--- src/rtl/minimac3_rxslot_ctrl_if.sv ---
// Completion stream between the RX slot controller and its consumer.
// valid/ready: a beat transfers on a rising edge where cpl_valid && cpl_ready; while
// cpl_valid is high and cpl_ready low, cpl_slot/cpl_len/cpl_err hold their values.
interface minimac3_rxslot_ctrl_if;
    logic        cpl_valid;
    logic        cpl_ready;
    logic        cpl_slot;
    logic [10:0] cpl_len;
    logic        cpl_err;

    modport master (
        output cpl_valid,
        output cpl_slot,
        output cpl_len,
        output cpl_err,
        input  cpl_ready
    );

    modport slave (
        input  cpl_valid,
        input  cpl_slot,
        input  cpl_len,
        input  cpl_err,
        output cpl_ready
    );
endinterface

--- src/rtl/minimac3_rxslot_ctrl.sv ---
// Two-slot receive buffer ownership controller: arms slots for the receiver,
// queues finished slots in completion order, and takes them back on release.
module minimac3_rxslot_ctrl #(
    parameter logic [10:0] MIN_LEN = 11'd64,
    parameter logic [10:0] MAX_LEN = 11'd1518
) (
    input  logic                          sys_clk,
    input  logic                          sys_rst,
    input  logic                          enable,
    output logic [1:0]                    rx_ready,
    input  logic [1:0]                    rx_done,
    input  logic [10:0]                   rx_count_0,
    input  logic [10:0]                   rx_count_1,
    minimac3_rxslot_ctrl_if.master        cpl,
    input  logic                          release_en,
    input  logic                          release_slot,
    output logic                          irq,
    output logic [15:0]                   frames_ok,
    output logic [15:0]                   frames_err,
    output logic                          proto_err,
    output logic [3:0]                    slot_state_dbg
);

    typedef enum logic [1:0] {
        SLOT_EMPTY = 2'd0,
        SLOT_ARMED = 2'd1,
        SLOT_FULL  = 2'd2,
        SLOT_OWNED = 2'd3
    } slot_state_e;

    slot_state_e state_q [2];
    slot_state_e state_n [2];
    logic [10:0] len_q   [2];
    logic [10:0] len_n   [2];
    logic        fifo_q  [2];
    logic        fifo_n  [2];
    logic [1:0]  fifo_cnt_q;
    logic [1:0]  fifo_cnt_n;
    logic [1:0]  rx_ready_q;
    logic [1:0]  rx_ready_n;
    logic [15:0] frames_ok_q;
    logic [15:0] frames_ok_n;
    logic [15:0] frames_err_q;
    logic [15:0] frames_err_n;
    logic        proto_err_q;
    logic        proto_err_n;
    logic        irq_q;
    logic [10:0] count_in [2];

    logic        head;
    logic        valid;
    logic        head_bad;
    logic        pop;

    assign count_in[0] = rx_count_0;
    assign count_in[1] = rx_count_1;

    // Completion outputs come straight from registers; cpl_ready only feeds next state.
    assign head     = fifo_q[0];
    assign valid    = (fifo_cnt_q != 2'd0);
    assign head_bad = (len_q[head] < MIN_LEN) || (len_q[head] > MAX_LEN);
    assign pop      = valid && cpl.cpl_ready;

    assign cpl.cpl_valid = valid;
    assign cpl.cpl_slot  = valid & head;
    assign cpl.cpl_len   = valid ? len_q[head] : 11'd0;
    assign cpl.cpl_err   = valid & head_bad;

    assign rx_ready       = rx_ready_q;
    assign frames_ok      = frames_ok_q;
    assign frames_err     = frames_err_q;
    assign proto_err      = proto_err_q;
    assign irq            = irq_q;
    assign slot_state_dbg = {state_q[1], state_q[0]};

    always_comb begin
        state_n      = state_q;
        len_n        = len_q;
        fifo_n       = fifo_q;
        fifo_cnt_n   = fifo_cnt_q;
        rx_ready_n   = 2'b00;
        frames_ok_n  = frames_ok_q;
        frames_err_n = frames_err_q;
        proto_err_n  = proto_err_q;

        // Pop before push so a same-cycle push lands behind the remaining entry.
        if (pop) begin
            state_n[head] = SLOT_OWNED;
            fifo_n[0]     = fifo_q[1];
            fifo_cnt_n    = fifo_cnt_q - 2'd1;
            if (head_bad) begin
                if (frames_err_q != 16'hFFFF) frames_err_n = frames_err_q + 16'd1;
            end else begin
                if (frames_ok_q != 16'hFFFF) frames_ok_n = frames_ok_q + 16'd1;
            end
        end

        // Slot 0 is visited first, so it precedes slot 1 on a simultaneous finish.
        for (int i = 0; i < 2; i++) begin
            if (rx_done[i]) begin
                if (state_q[i] == SLOT_ARMED) begin
                    state_n[i]             = SLOT_FULL;
                    len_n[i]               = count_in[i];
                    fifo_n[fifo_cnt_n[0]]  = 1'(i);
                    fifo_cnt_n             = fifo_cnt_n + 2'd1;
                end else begin
                    proto_err_n = 1'b1;
                end
            end
        end

        if (release_en) begin
            if (state_q[release_slot] == SLOT_OWNED) begin
                state_n[release_slot] = SLOT_EMPTY;
            end else begin
                proto_err_n = 1'b1;
            end
        end

        // Arming looks at pre-edge state, so a slot released this cycle arms next cycle.
        if (enable) begin
            if (state_q[0] == SLOT_EMPTY) begin
                state_n[0] = SLOT_ARMED;
                rx_ready_n = 2'b01;
            end else if (state_q[1] == SLOT_EMPTY) begin
                state_n[1] = SLOT_ARMED;
                rx_ready_n = 2'b10;
            end
        end
    end

    always_ff @(posedge sys_clk) begin
        if (sys_rst) begin
            state_q[0]   <= SLOT_EMPTY;
            state_q[1]   <= SLOT_EMPTY;
            len_q[0]     <= 11'd0;
            len_q[1]     <= 11'd0;
            fifo_q[0]    <= 1'b0;
            fifo_q[1]    <= 1'b0;
            fifo_cnt_q   <= 2'd0;
            rx_ready_q   <= 2'b00;
            frames_ok_q  <= 16'd0;
            frames_err_q <= 16'd0;
            proto_err_q  <= 1'b0;
            irq_q        <= 1'b0;
        end else begin
            state_q      <= state_n;
            len_q        <= len_n;
            fifo_q       <= fifo_n;
            fifo_cnt_q   <= fifo_cnt_n;
            rx_ready_q   <= rx_ready_n;
            frames_ok_q  <= frames_ok_n;
            frames_err_q <= frames_err_n;
            proto_err_q  <= proto_err_n;
            irq_q        <= (fifo_cnt_n != 2'd0);
        end
    end

endmodule

--- src/flat_wrapper.sv ---
// flat-port wrapper written by rule: the top's interface ports become plain ports
module minimac3_rxslot_ctrl_flat 
#(
    parameter logic [10:0] MIN_LEN = 11'd64,
    parameter logic [10:0] MAX_LEN = 11'd1518
)
  (sys_clk, sys_rst, enable, rx_ready, rx_done, rx_count_0, rx_count_1, release_en, release_slot, irq, frames_ok, frames_err, proto_err, slot_state_dbg, cpl_cpl_valid, cpl_cpl_slot, cpl_cpl_len, cpl_cpl_err, cpl_cpl_ready);
  minimac3_rxslot_ctrl_if cpl_i ();
  input  logic sys_clk;
  input  logic sys_rst;
  input  logic enable;
  output logic [1:0] rx_ready;
  input  logic [1:0] rx_done;
  input  logic [10:0] rx_count_0;
  input  logic [10:0] rx_count_1;
  input  logic release_en;
  input  logic release_slot;
  output logic irq;
  output logic [15:0] frames_ok;
  output logic [15:0] frames_err;
  output logic proto_err;
  output logic [3:0] slot_state_dbg;
  output wire logic [$bits(cpl_i.cpl_valid)-1:0] cpl_cpl_valid;
  output wire logic [$bits(cpl_i.cpl_slot)-1:0] cpl_cpl_slot;
  output wire logic [$bits(cpl_i.cpl_len)-1:0] cpl_cpl_len;
  output wire logic [$bits(cpl_i.cpl_err)-1:0] cpl_cpl_err;
  input wire logic [$bits(cpl_i.cpl_ready)-1:0] cpl_cpl_ready;
  assign cpl_cpl_valid = cpl_i.cpl_valid;
  assign cpl_cpl_slot = cpl_i.cpl_slot;
  assign cpl_cpl_len = cpl_i.cpl_len;
  assign cpl_cpl_err = cpl_i.cpl_err;
  assign cpl_i.cpl_ready = cpl_cpl_ready;
  minimac3_rxslot_ctrl #(.MIN_LEN(MIN_LEN), .MAX_LEN(MAX_LEN)) u_core (.sys_clk(sys_clk), .sys_rst(sys_rst), .enable(enable), .rx_ready(rx_ready), .rx_done(rx_done), .rx_count_0(rx_count_0), .rx_count_1(rx_count_1), .cpl(cpl_i), .release_en(release_en), .release_slot(release_slot), .irq(irq), .frames_ok(frames_ok), .frames_err(frames_err), .proto_err(proto_err), .slot_state_dbg(slot_state_dbg));
endmodule
--- config.mk ---
export PLATFORM = sky130hd
export DESIGN_NAME = minimac3_rxslot_ctrl_flat
export DESIGN_NICKNAME = d
export VERILOG_FILES = /design/src/rtl/minimac3_rxslot_ctrl_if.sv /design/src/rtl/minimac3_rxslot_ctrl.sv /design/src/flat_wrapper.sv
export SDC_FILE = /design/constraint.sdc
export NUM_CORES = 1
export LEC_CHECK = 0
export ABC_CLOCK_PERIOD_IN_PS = 3600
export BUFFER_PORTS_ARGS = -buffer_cell sky130_fd_sc_hd__buf_2
export CAP_MARGIN = 25
export CORE_UTILIZATION = 57
export DETAILED_ROUTE_END_ITERATION = 7
export MAX_ROUTING_LAYER = met4
export PLACE_DENSITY_LB_ADDON = 0.15
export RECOVER_POWER = 100
export SKIP_LAST_GASP = 1
export SYNTH_ARGS = -nofsm -noshare
export SYNTH_HDL_FRONTEND = slang
export SYNTH_SLANG_ARGS = --single-unit
--- constraint.sdc ---
create_clock -name sys_clk -period 3.6 [get_ports sys_clk]
set_input_delay 1.08 -clock sys_clk [delete_from_list [all_inputs] [get_ports sys_clk]]
set_output_delay 1.08 -clock sys_clk [all_outputs]
set_load 0.01 [all_outputs]
==> out/results.ini <==
[finish]
syn_to_final_growth_pct=17.40
layout.nets=520
num_antenna_cells=0
layout-drive-gt1-share_pct=11.61

[floorplanning]
ioPinCount=84
die_area_um2=6074
rows=27
start_util_pct=59.33
fp.dieH_um=77.94
fp.dieW_um=77.94
core_area_um2=5540

[sta]
tns_ns=0
clock_skew_ns=0.006451
period_share_pct=93.44
hold_ws_ns=0.4660
worst_pin_slew_ns=1.211
rsz0062_at_grt=no
hold_viol_final=0
relSlewSlack_pct=19.29
period_minus_slack_ns=3.364
slew_violations=0
max_freq_mhz=297.3
finalSetupViolCount=0

[worst_setup_path]
required_ns=2.52
critical-path-top-delay-family=flip-flops
max_stage_delay_ns=0.89
end_kind=output pin
startpoint_type=register
critPathKind=register to output pin
arrival_ns=2.28
cp_cell_sequence=nand2b_1 > nor3_1 > or3_1 > o21ai_2 > nor2_1 > clkbuf_1
crit_slowest_cell=dfxtp_1
path_max_fanout=20
crit_buf_inv=1

[global_route]
grt_pass1_wl_um=13140
gr-total-overflow=0
antenna_found_initial=0
grt_max_degree=31
track_usage_pct=28.10
first_global_vias=2874

[drt]
viasPerCell=5.904
drt_iter0_markers=156
drc=0
dr.pass1.iters=5
wl_per_cell_um=14.26
ant_nets=0
via_count=3324
wirelength_um=8026

[clock_tree]
cts_tree=built
clock_latency_ns=0.34
cts-buffers-inserted=9
cts.reportedPaths.clkPinSlew_ns=0.07
cts_setup_buffers=0
clockBufferDepth=2
post_cts_resized=0
cts.sinks=66
ctsHoldBuffers=0
htreeDepth=3
root_buffer=clkbuf_8

[synthesis]
synth_seq_cells=66
ys.flop_type=dfxtp_1
synth_fp_nets=444
ys_types=48
ys_seq_area_share_pct=40.20
yosys_warnings=0
netlist_area_um2=3287
synth_edf_count=0
synth_cells=411
synth.avg_cell_area_um2=7.997
synthArstFlopShare_pct=0

[power_and_ir_drop]
power_leakage_uw=0.001306
power.density_nw_per_um2=558.9
irDropWorstVdd_mv=0.3126

[placed_design]
dp_hpwl_um=5364
gp_congestion=0.8516
portBuffers=83

[job]
drv_cap=0

[worst_hold_path]
hold_class=register to register

[status]
status=finished, final reports clean

==> Yosys cell counts (2+ instances only) <==
master	count	area (um^2)
nor3_1	10	50.05
or3_1	2	12.51
nand2b_1	4	25.02
mux2_2	3	33.78
ha_1	3	37.54
xnor2_1	4	35.03
mux2i_1	11	110.1
nand2_1	58	217.7
and3_1	3	18.77
nand4_1	5	31.28
and4_1	5	43.79
inv_1	13	48.80
mux2_1	2	22.52
nor2b_1	5	31.28
buf_6	2	22.52
nor2_1	34	127.6
a41o_1	4	40.04
a31o_2	2	17.52
and2_1	3	18.77
o31ai_1	20	150.1
a31oi_1	2	12.51
nand3_1	18	90.09
nor4_1	6	37.54
a21oi_1	54	270.3
or4_1	20	150.1
clkbuf_1	17	63.81
o21bai_1	2	15.01
buf_2	4	20.02
dfxtp_1	66	1321
o21ai_0	11	55.05
==> worst register-to-register path, stage by stage (launching register included) <==
cell and delay (ns):
dfxtp_1 0.89, nand2b_1 0.24, nor3_1 0.07, or3_1 0.37, o21ai_2 0.17, clkbuf_1 0.86
nor4_1 0.20, mux2_2 0.32
==> cell families after synthesis <==
| family | Yosys count | synth area share [%] |
|---|---|---|
| simple gates | 180 | 28.09 |
| compound gates | 104 | 19.49 |
| flops | 66 | 40.20 |
| buf+inv | 38 | 4.948 |
| mux | 16 | 5.063 |
| xor+xnor | 4 | 1.066 |
| fa+ha+maj | 3 | 1.142 |
==> registers in the layout (all words and copies together), names as in the netlist <==
name and flops:
u_core.frames_ok 16, u_core.frames_err 16, u_core.head 1, u_core.fifo_cnt_q 2
u_core.fifo_q 1, u_core.proto_err 1, u_core.rx_ready 2, u_core.slot_state_dbg 4
u_core.len_q 22, u_core.irq 1
==> power by group <==
group | total, uW | leakage [uW] | switching (uW) | internal [uW]
registers | 888 | 0.000535 | 85.8 | 802
logic | 586 | 0.000656 | 406 | 181
clock network | 682 | 0.000115 | 271 | 411
total | 2160 | 0.00131 | 762 | 1390
==> metal layers <==
metal,global-route usage (%),up-vias,share of wire (%)
li1,-,1648,-
met1,35.17,1546,46
met2,44.16,115,47
met3,5.647,15,5.5
met4,12.04,0,1.8
met5,-,-,0
==> final timing paths <==
| check | from | cells past startpoint | to | slack, ns |
|---|---|---|---|---|
| setup / recovery | u_core.head | 6 | cpl_cpl_err | 0.24 |
| hold / removal | u_core.len_q[4] | 2 | u_core.len_q[4] | 0.47 |
| setup reg to reg | u_core.head | 7 | u_core.frames_err[6] | 0.38 |
| hold reg to reg | u_core.len_q[4] | 2 | u_core.len_q[4] | 0.47 |
==> per-stage QoR <==
| step | util (%) | setup slack [ns] | area [um^2] | total power (uW) | instances |
|---|---|---|---|---|---|
| floorplan | - | 0.8440 | 3287 | 1356 | 411 |
| global placement | 67.34 | 0.6845 | 3731 | 1497 | 548 |
| detailed placement | 67.34 | 0.6172 | 3731 | 1516 | 548 |
| CTS | 71.36 | 0.2325 | 3954 | 2195 | 563 |
| global route | 69.65 | 0.08081 | 3859 | 2276 | 563 |
| finish | 69.65 | 0.2362 | 3859 | 2156 | 563 |
==> layout make-up <==
cell class | instances | area (um^2)
Timing Repair Buffer | 89 | 384.1
Tap cell | 72 | 90.09
Fill cell | 501 | 1682
Sequential cell | 66 | 1321
Inverter | 14 | 52.55
Clock inverter | 1 | 30.03
Multi-Input combinational cell | 307 | 1788
Clock buffer | 14 | 192.7
==> layout by cell type (no fill, tap or decap), types with 3 or more instances in the layout <==
cell | netlist | routed
and3_1 | 3 | 3
inv_1 | 13 | 13
buf_2 | 4 | 28
o21ai_0 | 11 | 11
nand2b_1 | 4 | 4
clkbuf_8 | 0 | 14
nand2_1 | 58 | 58
mux2_2 | 3 | 3
nor4_1 | 6 | 6
xnor2_1 | 4 | 4
and2_1 | 3 | 3
dfxtp_1 | 66 | 66
nand4_1 | 5 | 5
nor2_1 | 34 | 34
and4_1 | 5 | 5
nand3_1 | 18 | 18
a41o_1 | 4 | 4
a21oi_1 | 54 | 54
nor2b_1 | 5 | 5
clkbuf_1 | 17 | 57
buf_4 | 0 | 4
ha_1 | 3 | 3
or4_1 | 20 | 20
nor3_1 | 10 | 10
o31ai_1 | 20 | 20
or3_1 | 2 | 3
mux2i_1 | 11 | 11
Note: power is estimated with default switching activity, not from simulation.
